## src/rtl/ALUOpcode.sv

```systemverilog
// ALUOpcode: opcode enumeration shared by the ALU and everything that issues
// work to it. Codes 10..15 are unassigned; the ALU returns y=0 for them.
package ALUOpcode;

    typedef enum logic [3:0] {
        ADD = 4'd0,
        SUB = 4'd1,
        AND = 4'd2,
        OR  = 4'd3,
        XOR = 4'd4,
        SLL = 4'd5,
        SRL = 4'd6,
        SRA = 4'd7,
        SLT = 4'd8,
        MUL = 4'd9
    } t_e;

endpackage

```

## src/rtl/ArbState.sv

```systemverilog
// ArbState: control states of the ALU arbiter.
//   IDLE - choose a requester and accept its operation
//   EXEC - drive the shared ALU until the latency counter expires
//   RESP - present the result to the owning requester
package ArbState;

    typedef enum logic [1:0] {
        IDLE = 2'd0,
        EXEC = 2'd1,
        RESP = 2'd2
    } t_e;

endpackage

```

## src/rtl/alu_arbiter_pkg.sv

```systemverilog
// alu_arbiter_pkg: constants and helpers for the ALU arbiter.
//   ARB_CNT_W  - width of the execute-cycle counter (latencies up to 15)
//   exec_load  - counter preload for an opcode (latency - 1)
package alu_arbiter_pkg;

    localparam int ARB_CNT_W = 4;

    // The counter counts down to zero, so an op of latency L is loaded with L-1.
    function automatic logic [ARB_CNT_W-1:0] exec_load(
        input ALUOpcode::t_e op,
        input int unsigned   mul_lat,
        input int unsigned   other_lat
    );
        int unsigned lat;
        lat = (op == ALUOpcode::MUL) ? mul_lat : other_lat;
        return ARB_CNT_W'(lat - 1);
    endfunction

endpackage

```

## src/rtl/alu_arbiter_alu.sv

```systemverilog
// alu_arbiter_alu: purely combinational 32-bit ALU with wrap-around arithmetic.
// Ports:
//   a, b   in  32  operands (signed where the op needs it)
//   op     in  ALUOpcode::t_e
//   y      out 32  result; 0 for unassigned opcodes
//   zero   out 1   y == 0
module alu_arbiter_alu (
    input  logic [31:0]   a,
    input  logic [31:0]   b,
    input  ALUOpcode::t_e op,
    output logic [31:0]   y,
    output logic          zero
);

    always_comb begin
        // NOTE: every combinational output gets a default first so no path
        // through the case leaves it unassigned (which would infer a latch).
        y = '0;
        case (op)
            ALUOpcode::ADD: y = a + b;
            ALUOpcode::SUB: y = a - b;
            ALUOpcode::AND: y = a & b;
            ALUOpcode::OR:  y = a | b;
            ALUOpcode::XOR: y = a ^ b;
            ALUOpcode::SLL: y = a << b[4:0];
            ALUOpcode::SRL: y = a >> b[4:0];
            ALUOpcode::SRA: y = $signed(a) >>> b[4:0];
            ALUOpcode::SLT: y = {31'b0, $signed(a) < $signed(b)};
            ALUOpcode::MUL: y = a * b;   // low 32 bits of the product
            default:        y = '0;
        endcase
    end

    assign zero = (y == '0);

endmodule

```

## src/rtl/alu_arbiter.sv

```systemverilog
// alu_arbiter: shares one combinational ALU between two requesters with
// valid/ready handshakes on both request and response. Round-robin grant,
// one transaction in flight; MUL is held for MUL_LATENCY execute cycles,
// everything else for OTHER_LATENCY.
//
// Optional build macro: ALU_ARB_STATS_EN adds saturating per-requester grant
// counters on grant_cnt0 / grant_cnt1.
//
// Ports:
//   clk, rst              clock, synchronous active-high reset
//   req_valid/req_ready   2-bit request handshake, bit i = requester i
//   req_a0/req_b0/req_op0 requester 0 operation
//   req_a1/req_b1/req_op1 requester 1 operation
//   rsp_valid/rsp_ready   2-bit response handshake, bit i = requester i
//   rsp_y, rsp_zero       shared result bus and its zero flag
//   busy                  controller is not IDLE
//   grant_cnt0/1          (ALU_ARB_STATS_EN only) acceptances per requester
module alu_arbiter
    import alu_arbiter_pkg::*;
#(
    parameter int unsigned MUL_LATENCY   = 3,
    parameter int unsigned OTHER_LATENCY = 1
) (
    input  logic          clk,
    input  logic          rst,
    input  logic [1:0]    req_valid,
    output logic [1:0]    req_ready,
    input  logic [31:0]   req_a0,
    input  logic [31:0]   req_b0,
    input  ALUOpcode::t_e req_op0,
    input  logic [31:0]   req_a1,
    input  logic [31:0]   req_b1,
    input  ALUOpcode::t_e req_op1,
    output logic [1:0]    rsp_valid,
    input  logic [1:0]    rsp_ready,
    output logic [31:0]   rsp_y,
    output logic          rsp_zero,
    output logic          busy
`ifdef ALU_ARB_STATS_EN
    ,
    output logic [31:0]   grant_cnt0,
    output logic [31:0]   grant_cnt1
`endif
);

    ArbState::t_e         state, state_nxt;
    logic                 last_grant;
    logic                 owner;
    logic                 grant;
    logic                 accept;
    logic [31:0]          a_q, b_q;
    ALUOpcode::t_e        op_q;
    logic [ARB_CNT_W-1:0] cnt;
    logic [31:0]          sel_a, sel_b;
    ALUOpcode::t_e        sel_op;
    logic [31:0]          alu_y;
    logic                 alu_zero;

    alu_arbiter_alu u_alu (
        .a    (a_q),
        .b    (b_q),
        .op   (op_q),
        .y    (alu_y),
        .zero (alu_zero)
    );

    // Round-robin: a lone requester wins; on contention the one that did
    // not win last time goes next.
    always_comb begin
        grant = 1'b0;
        case (req_valid)
            2'b01:   grant = 1'b0;
            2'b10:   grant = 1'b1;
            2'b11:   grant = ~last_grant;
            default: grant = 1'b0;
        endcase
    end

    assign sel_a  = grant ? req_a1  : req_a0;
    assign sel_b  = grant ? req_b1  : req_b0;
    assign sel_op = grant ? req_op1 : req_op0;

    always_comb begin
        state_nxt = state;
        req_ready = 2'b00;
        accept    = 1'b0;
        rsp_valid = 2'b00;
        case (state)
            ArbState::IDLE: begin
                // Ready is withheld under reset so nothing is acknowledged
                // that the reset edge would then discard.
                if (!rst && req_valid != 2'b00) begin
                    req_ready[grant] = 1'b1;
                    accept           = 1'b1;
                    state_nxt        = ArbState::EXEC;
                end
            end
            ArbState::EXEC: begin
                if (cnt == '0) state_nxt = ArbState::RESP;
            end
            ArbState::RESP: begin
                rsp_valid[owner] = 1'b1;
                if (rsp_ready[owner]) state_nxt = ArbState::IDLE;
            end
            default: state_nxt = ArbState::IDLE;
        endcase
    end

    assign busy = (state != ArbState::IDLE);

    // NOTE: sequential state uses non-blocking assignments only, so every
    // register samples the pre-edge values regardless of statement order.
    always_ff @(posedge clk) begin
        if (rst) begin
            state      <= ArbState::IDLE;
            last_grant <= 1'b1;
            owner      <= 1'b0;
            // NOTE: the operand/result registers are reset too; there are
            // only a handful of them and rsp_y has a defined reset value.
            a_q        <= '0;
            b_q        <= '0;
            op_q       <= ALUOpcode::ADD;
            cnt        <= '0;
            rsp_y      <= '0;
            rsp_zero   <= 1'b0;
        end else begin
            state <= state_nxt;
            if (accept) begin
                a_q        <= sel_a;
                b_q        <= sel_b;
                op_q       <= sel_op;
                owner      <= grant;
                last_grant <= grant;
                cnt        <= exec_load(sel_op, MUL_LATENCY, OTHER_LATENCY);
            end
            if (state == ArbState::EXEC) begin
                if (cnt == '0) begin
                    rsp_y    <= alu_y;
                    rsp_zero <= alu_zero;
                end else begin
                    cnt <= cnt - ARB_CNT_W'(1);
                end
            end
        end
    end

`ifdef ALU_ARB_STATS_EN
    // Per-requester acceptance counters, saturating at all-ones.
    always_ff @(posedge clk) begin
        if (rst) begin
            grant_cnt0 <= '0;
            grant_cnt1 <= '0;
        end else if (accept) begin
            if (!grant && grant_cnt0 != '1) grant_cnt0 <= grant_cnt0 + 32'd1;
            if (grant  && grant_cnt1 != '1) grant_cnt1 <= grant_cnt1 + 32'd1;
        end
    end
`endif

endmodule

```

## config.mk

```make
export PLATFORM = sky130hd
export DESIGN_NAME = alu_arbiter
export DESIGN_NICKNAME = d
export VERILOG_FILES = /design/src/rtl/ALUOpcode.sv /design/src/rtl/ArbState.sv /design/src/rtl/alu_arbiter_pkg.sv /design/src/rtl/alu_arbiter_alu.sv /design/src/rtl/alu_arbiter.sv
export SDC_FILE = /design/constraint.sdc
export NUM_CORES = 2
export LEC_CHECK = 0
export CORE_AREA = 4 4 259 261
export CTS_CLUSTER_DIAMETER = 80
export DETAILED_ROUTE_END_ITERATION = 12
export DIE_AREA = 0 0 263 265
export PLACE_DENSITY = 0.76
export REMOVE_ABC_BUFFERS = 1
export SETUP_SLACK_MARGIN = 0.5
export SYNTH_ARGS = -nofsm -noshare
export SYNTH_HDL_FRONTEND = slang
export SYNTH_SLANG_ARGS = --single-unit
```

## constraint.sdc

```tcl
create_clock -name clk -period 23.6 [get_ports clk]
set_clock_uncertainty 0.05 [all_clocks]
set_input_delay 4.72 -clock clk [delete_from_list [all_inputs] [get_ports clk]]
set_output_delay 4.72 -clock clk [all_outputs]
set_load 0.01 [all_outputs]
```

==> results_dict.tcl <==
set metrics [dict create \
    routed-wl-met2_mm 55.72 \
    netlist_instances 3773 \
    number_of_inserted_diodes 0 \
    critical_path.max_stage_delay_ns 0.55 \
    antenna_found_initial 6 \
    tritoncts.num_buffers 9 \
    critical-path-slowest-cell "clkdlybuf4s50_1" \
    yosys_register_bits 109 \
    total_die_area_mm2 0.06970 \
    ff_to_ff_start "b_q[5]" \
    wl_per_cell_um 29.37 \
    drt_first_iter_violations 4271 \
    achievable_frequency_mhz 87.33 \
    yosysTopAreaCell "fa_1" \
    total_half_perimeter_wirelength_after_legalization_and_detailed_placement_mm 102.1 \
    finalNetCount 4529 \
    max_cap_violations 0 \
    final_period_util 0.4852 \
    synthMuxAreaShare 0.08237 \
    synth_area_in_compound_gates 0.1644 \
    utilization 0.5083 \
    ys_types 103 \
    drt-pass1-iter-count 7 \
    simple_gate_area_share_of_the_yosys_netlist 0.1877 \
    cp.required_ns 18.83 \
    fin_setup_tns_ns 0 \
    fp.dieW_um 263 \
    worst-path-max-fanout 48 \
    hold_depth 2 \
    yosys.area.top_type_share 0.2725 \
    clk-insertion-delay-late_ns 0.41 \
    synth_top_family_by_area "adder cells" \
    congestion_overflow_gr 0 \
    design_area_mm2 0.03277 \
    clock_sink_count 109 \
    regToRegSetupSlack_ns 13.62 \
    synth_common_cells "nor2_1 (550), inv_1 (474), fa_1 (410), nand2_1 (349), ha_1 (221)" \
    placedInstanceArea_mm2 0.03245 \
    fin_worst_hold_slack_ns 0.4282 \
    yosys-top-cells-area "fa_1 (27%), ha_1 (9.2%), dfxtp_1 (7.2%)" \
    timing.critical_path.to_type "output pin" \
    ant_nets 0 \
    rsz_0062_raised_after_global_routing "false" \
    reg2regPathDepth 26 \
    grt_first_pass_wirelength_mm 198.0 \
    boundaryPins 180 \
    start_kind "primary input" \
    clock_tree.htree_level_count 3 \
    reg2reg_to "rsp_zero" \
    drive_gt1_frac 0.05876 \
    ctsRootBufferMaster "clkbuf_16" \
    number_of_global_route_vias_before_repair 29610 \
    critical_path_buf_inv_count 4 \
    drt-vias-per-instance 6.543 \
    holdPathEnd "rsp_y[21]" \
    detailroute.via_count 30200 \
    synth_xor_area_frac 0.02634 \
    areaGrowthSynthToFinish_pct 8.794 \
    criticalPathCategory "primary input to output pin" \
    final_hold_fails 0 \
    async_set_reset_flop_share_out_of_synthesis 0 \
    timing_max_transition_violations_final 0 \
    worstPathCellList "buf_4 > buf_4 > nor3_2 > buf_4 > and2_1 > clkdlybuf4s50_1" \
    synth_seq_area_share 0.07244 \
    synthFlopType "dfxtp_1" \
    tritoncts "done" \
    cts.repair_timing.setup_buffer_count 0 \
    max-clock-path-buffers 2 \
    maxSlewHeadroom 0.1634 \
    dieHeight_um 265 \
    synthesis.yosys.warnings 0 \
    clk_pin_slew_ns 0.09 \
    top_signal_layer_used "met5" \
    grt_max_degree 108 \
    number_of_design_rule_violations_left_after_detail_routing 0 \
    path_delay_family "buffers and inverters" \
    hold_path.startpoint "rsp_y[21]" \
    finalWirelength_mm 135.6 \
    power.leakage_nw 13.86 \
    synth_area_mm2 0.03012 \
    setup_viol 0 \
    powerDensity_mw_per_mm2 57.06 \
    yosys.area_share.adder 0.3643 \
    met1Wirelength_mm 48.37 \
    data_arrival_critical_path_ns 6.68 \
    vdd.ir_drop.worst_uv 78.42 \
    most_common_cell_on_crit_path "buf_4" \
    post-synth-top-count-cell "nor2_1" \
    grt_use_total 0.3790 \
    met3RoutedLength_mm 18.78 \
    initial_utilization 0.4673 \
    post_cts_resized 0 \
    placeableCoreArea_mm2 0.06446 \
    period_needed_ns 11.45 \
    cts_hold_fix_bufs 0 \
    placement_rows 93 \
    globalplace.congestion 1.116 \
    port_buffers 179 \
    syn-mean-instance-area_um2 7.983 \
    status "completed" \
    hold_class "flip-flop to flip-flop" \
    synth-edff-count 0 \
    tightest_slew_ns 1.252 \
]
==> final cells by class <==
| class | count | area [um^2] |
|---|---|---|
| Fill cell | 6165 | 31690 |
| Multi-Input combinational cell | 2883 | 24900 |
| Timing Repair Buffer | 265 | 2447 |
| Sequential cell | 109 | 2197 |
| Inverter | 488 | 1832 |
| Tap cell | 855 | 1070 |
| Clock buffer | 11 | 264.0 |
| Clock inverter | 5 | 56.30 |
==> logic make-up (layout without fill, tap and decap cells) <==
logic type               count (synthesis)  in the layout
multiplexers                           193            193
adder cells (fa/ha/maj)                631            631
flip-flops                             109            109
AND/OR/NAND/NOR                       1267           1267
buffers and inverters                  781            769
XOR/XNOR                                89             89
AO/OA/AOI/OAI                          703            703
==> sequential cells by signal, summed over array words and instances, names as in the netlist <==
| signal | count |
|---|---|
| last_grant | 1 |
| rsp_zero | 1 |
| rsp_y | 32 |
| owner | 1 |
| op_q | 4 |
| a_q | 32 |
| state | 2 |
| cnt | 4 |
| b_q | 32 |
==> worst register-to-register path, stage by stage, from the launching register on <==
cell	delay, ns
dfxtp_1	0.68
inv_1	0.66
nor2_1	0.36
fa_1	0.45
fa_1	0.49
fa_1	0.51
inv_1	0.05
fa_1	0.47
inv_1	0.05
fa_1	0.49
inv_1	0.06
fa_1	0.53
inv_1	0.05
fa_1	0.49
fa_1	0.44
ha_1	0.42
a21oi_1	0.39
nor2_1	0.08
a211oi_1	0.42
o31a_1	0.26
a211oi_1	0.08
mux2i_1	0.26
a2111oi_0	1.03
nand3_1	0.17
nor4_1	0.37
nand4_1	0.25
o41ai_2	0.34
==> through the flow <==
step	cells	setup WS [ns]	power (mW)
floorplan	3480	6.132	1.126
global placement	4600	12.17	1.623
detailed placement	4600	12.17	1.640
CTS	4616	12.17	1.816
global route	4616	12.04	1.960
finish	4616	12.15	1.870
==> per-layer routing <==
| metal | vias up | global-route usage |
|---|---|---|
| li1 | 12630 | - |
| met1 | 14640 | 0.4788 |
| met2 | 2297 | 0.5505 |
| met3 | 630 | 0.1196 |
| met4 | 8 | 0.2677 |
| met5 | - | 0 |
==> cell usage in the layout (no fill, tap or decap), drive strengths merged, types with 25 or more instances in the layout <==
cell type,Yosys,routed
mux2i,129,129
clkdlybuf4s50,0,178
nor2,550,550
nand2b,32,32
buf,108,87
o21ai,104,104
nor4,25,25
mux4,41,41
inv,478,482
a21o,26,26
nand2,349,349
o211ai,37,37
fa,410,410
nor3,77,77
a31oi,27,27
a211oi,116,116
ha,221,221
a21oi,130,130
nor2b,26,26
xnor2,69,69
nand3,57,57
a22oi,29,29
dfxtp,109,109
==> worst max path at each step <==
| stage | start | end | slack (ns) | cells past startpoint |
|---|---|---|---|---|
| global placement | rst | req_ready[1] | 12.17 | 6 |
| finish | rst | req_ready[1] | 12.15 | 6 |
| CTS | rst | req_ready[1] | 12.17 | 6 |
| global route | rst | req_ready[1] | 12.04 | 6 |
| floorplan | req_valid[1] | req_ready[1] | 6.13 | 2 |
| detailed placement | rst | req_ready[1] | 12.17 | 6 |
==> power breakdown <==
group / switching [mW] / internal (mW)
registers: 0.0295 / 0.202
clock network: 0.0848 / 0.0841
logic: 0.960 / 0.510
Note: power is estimated with default switching activity, not from simulation.
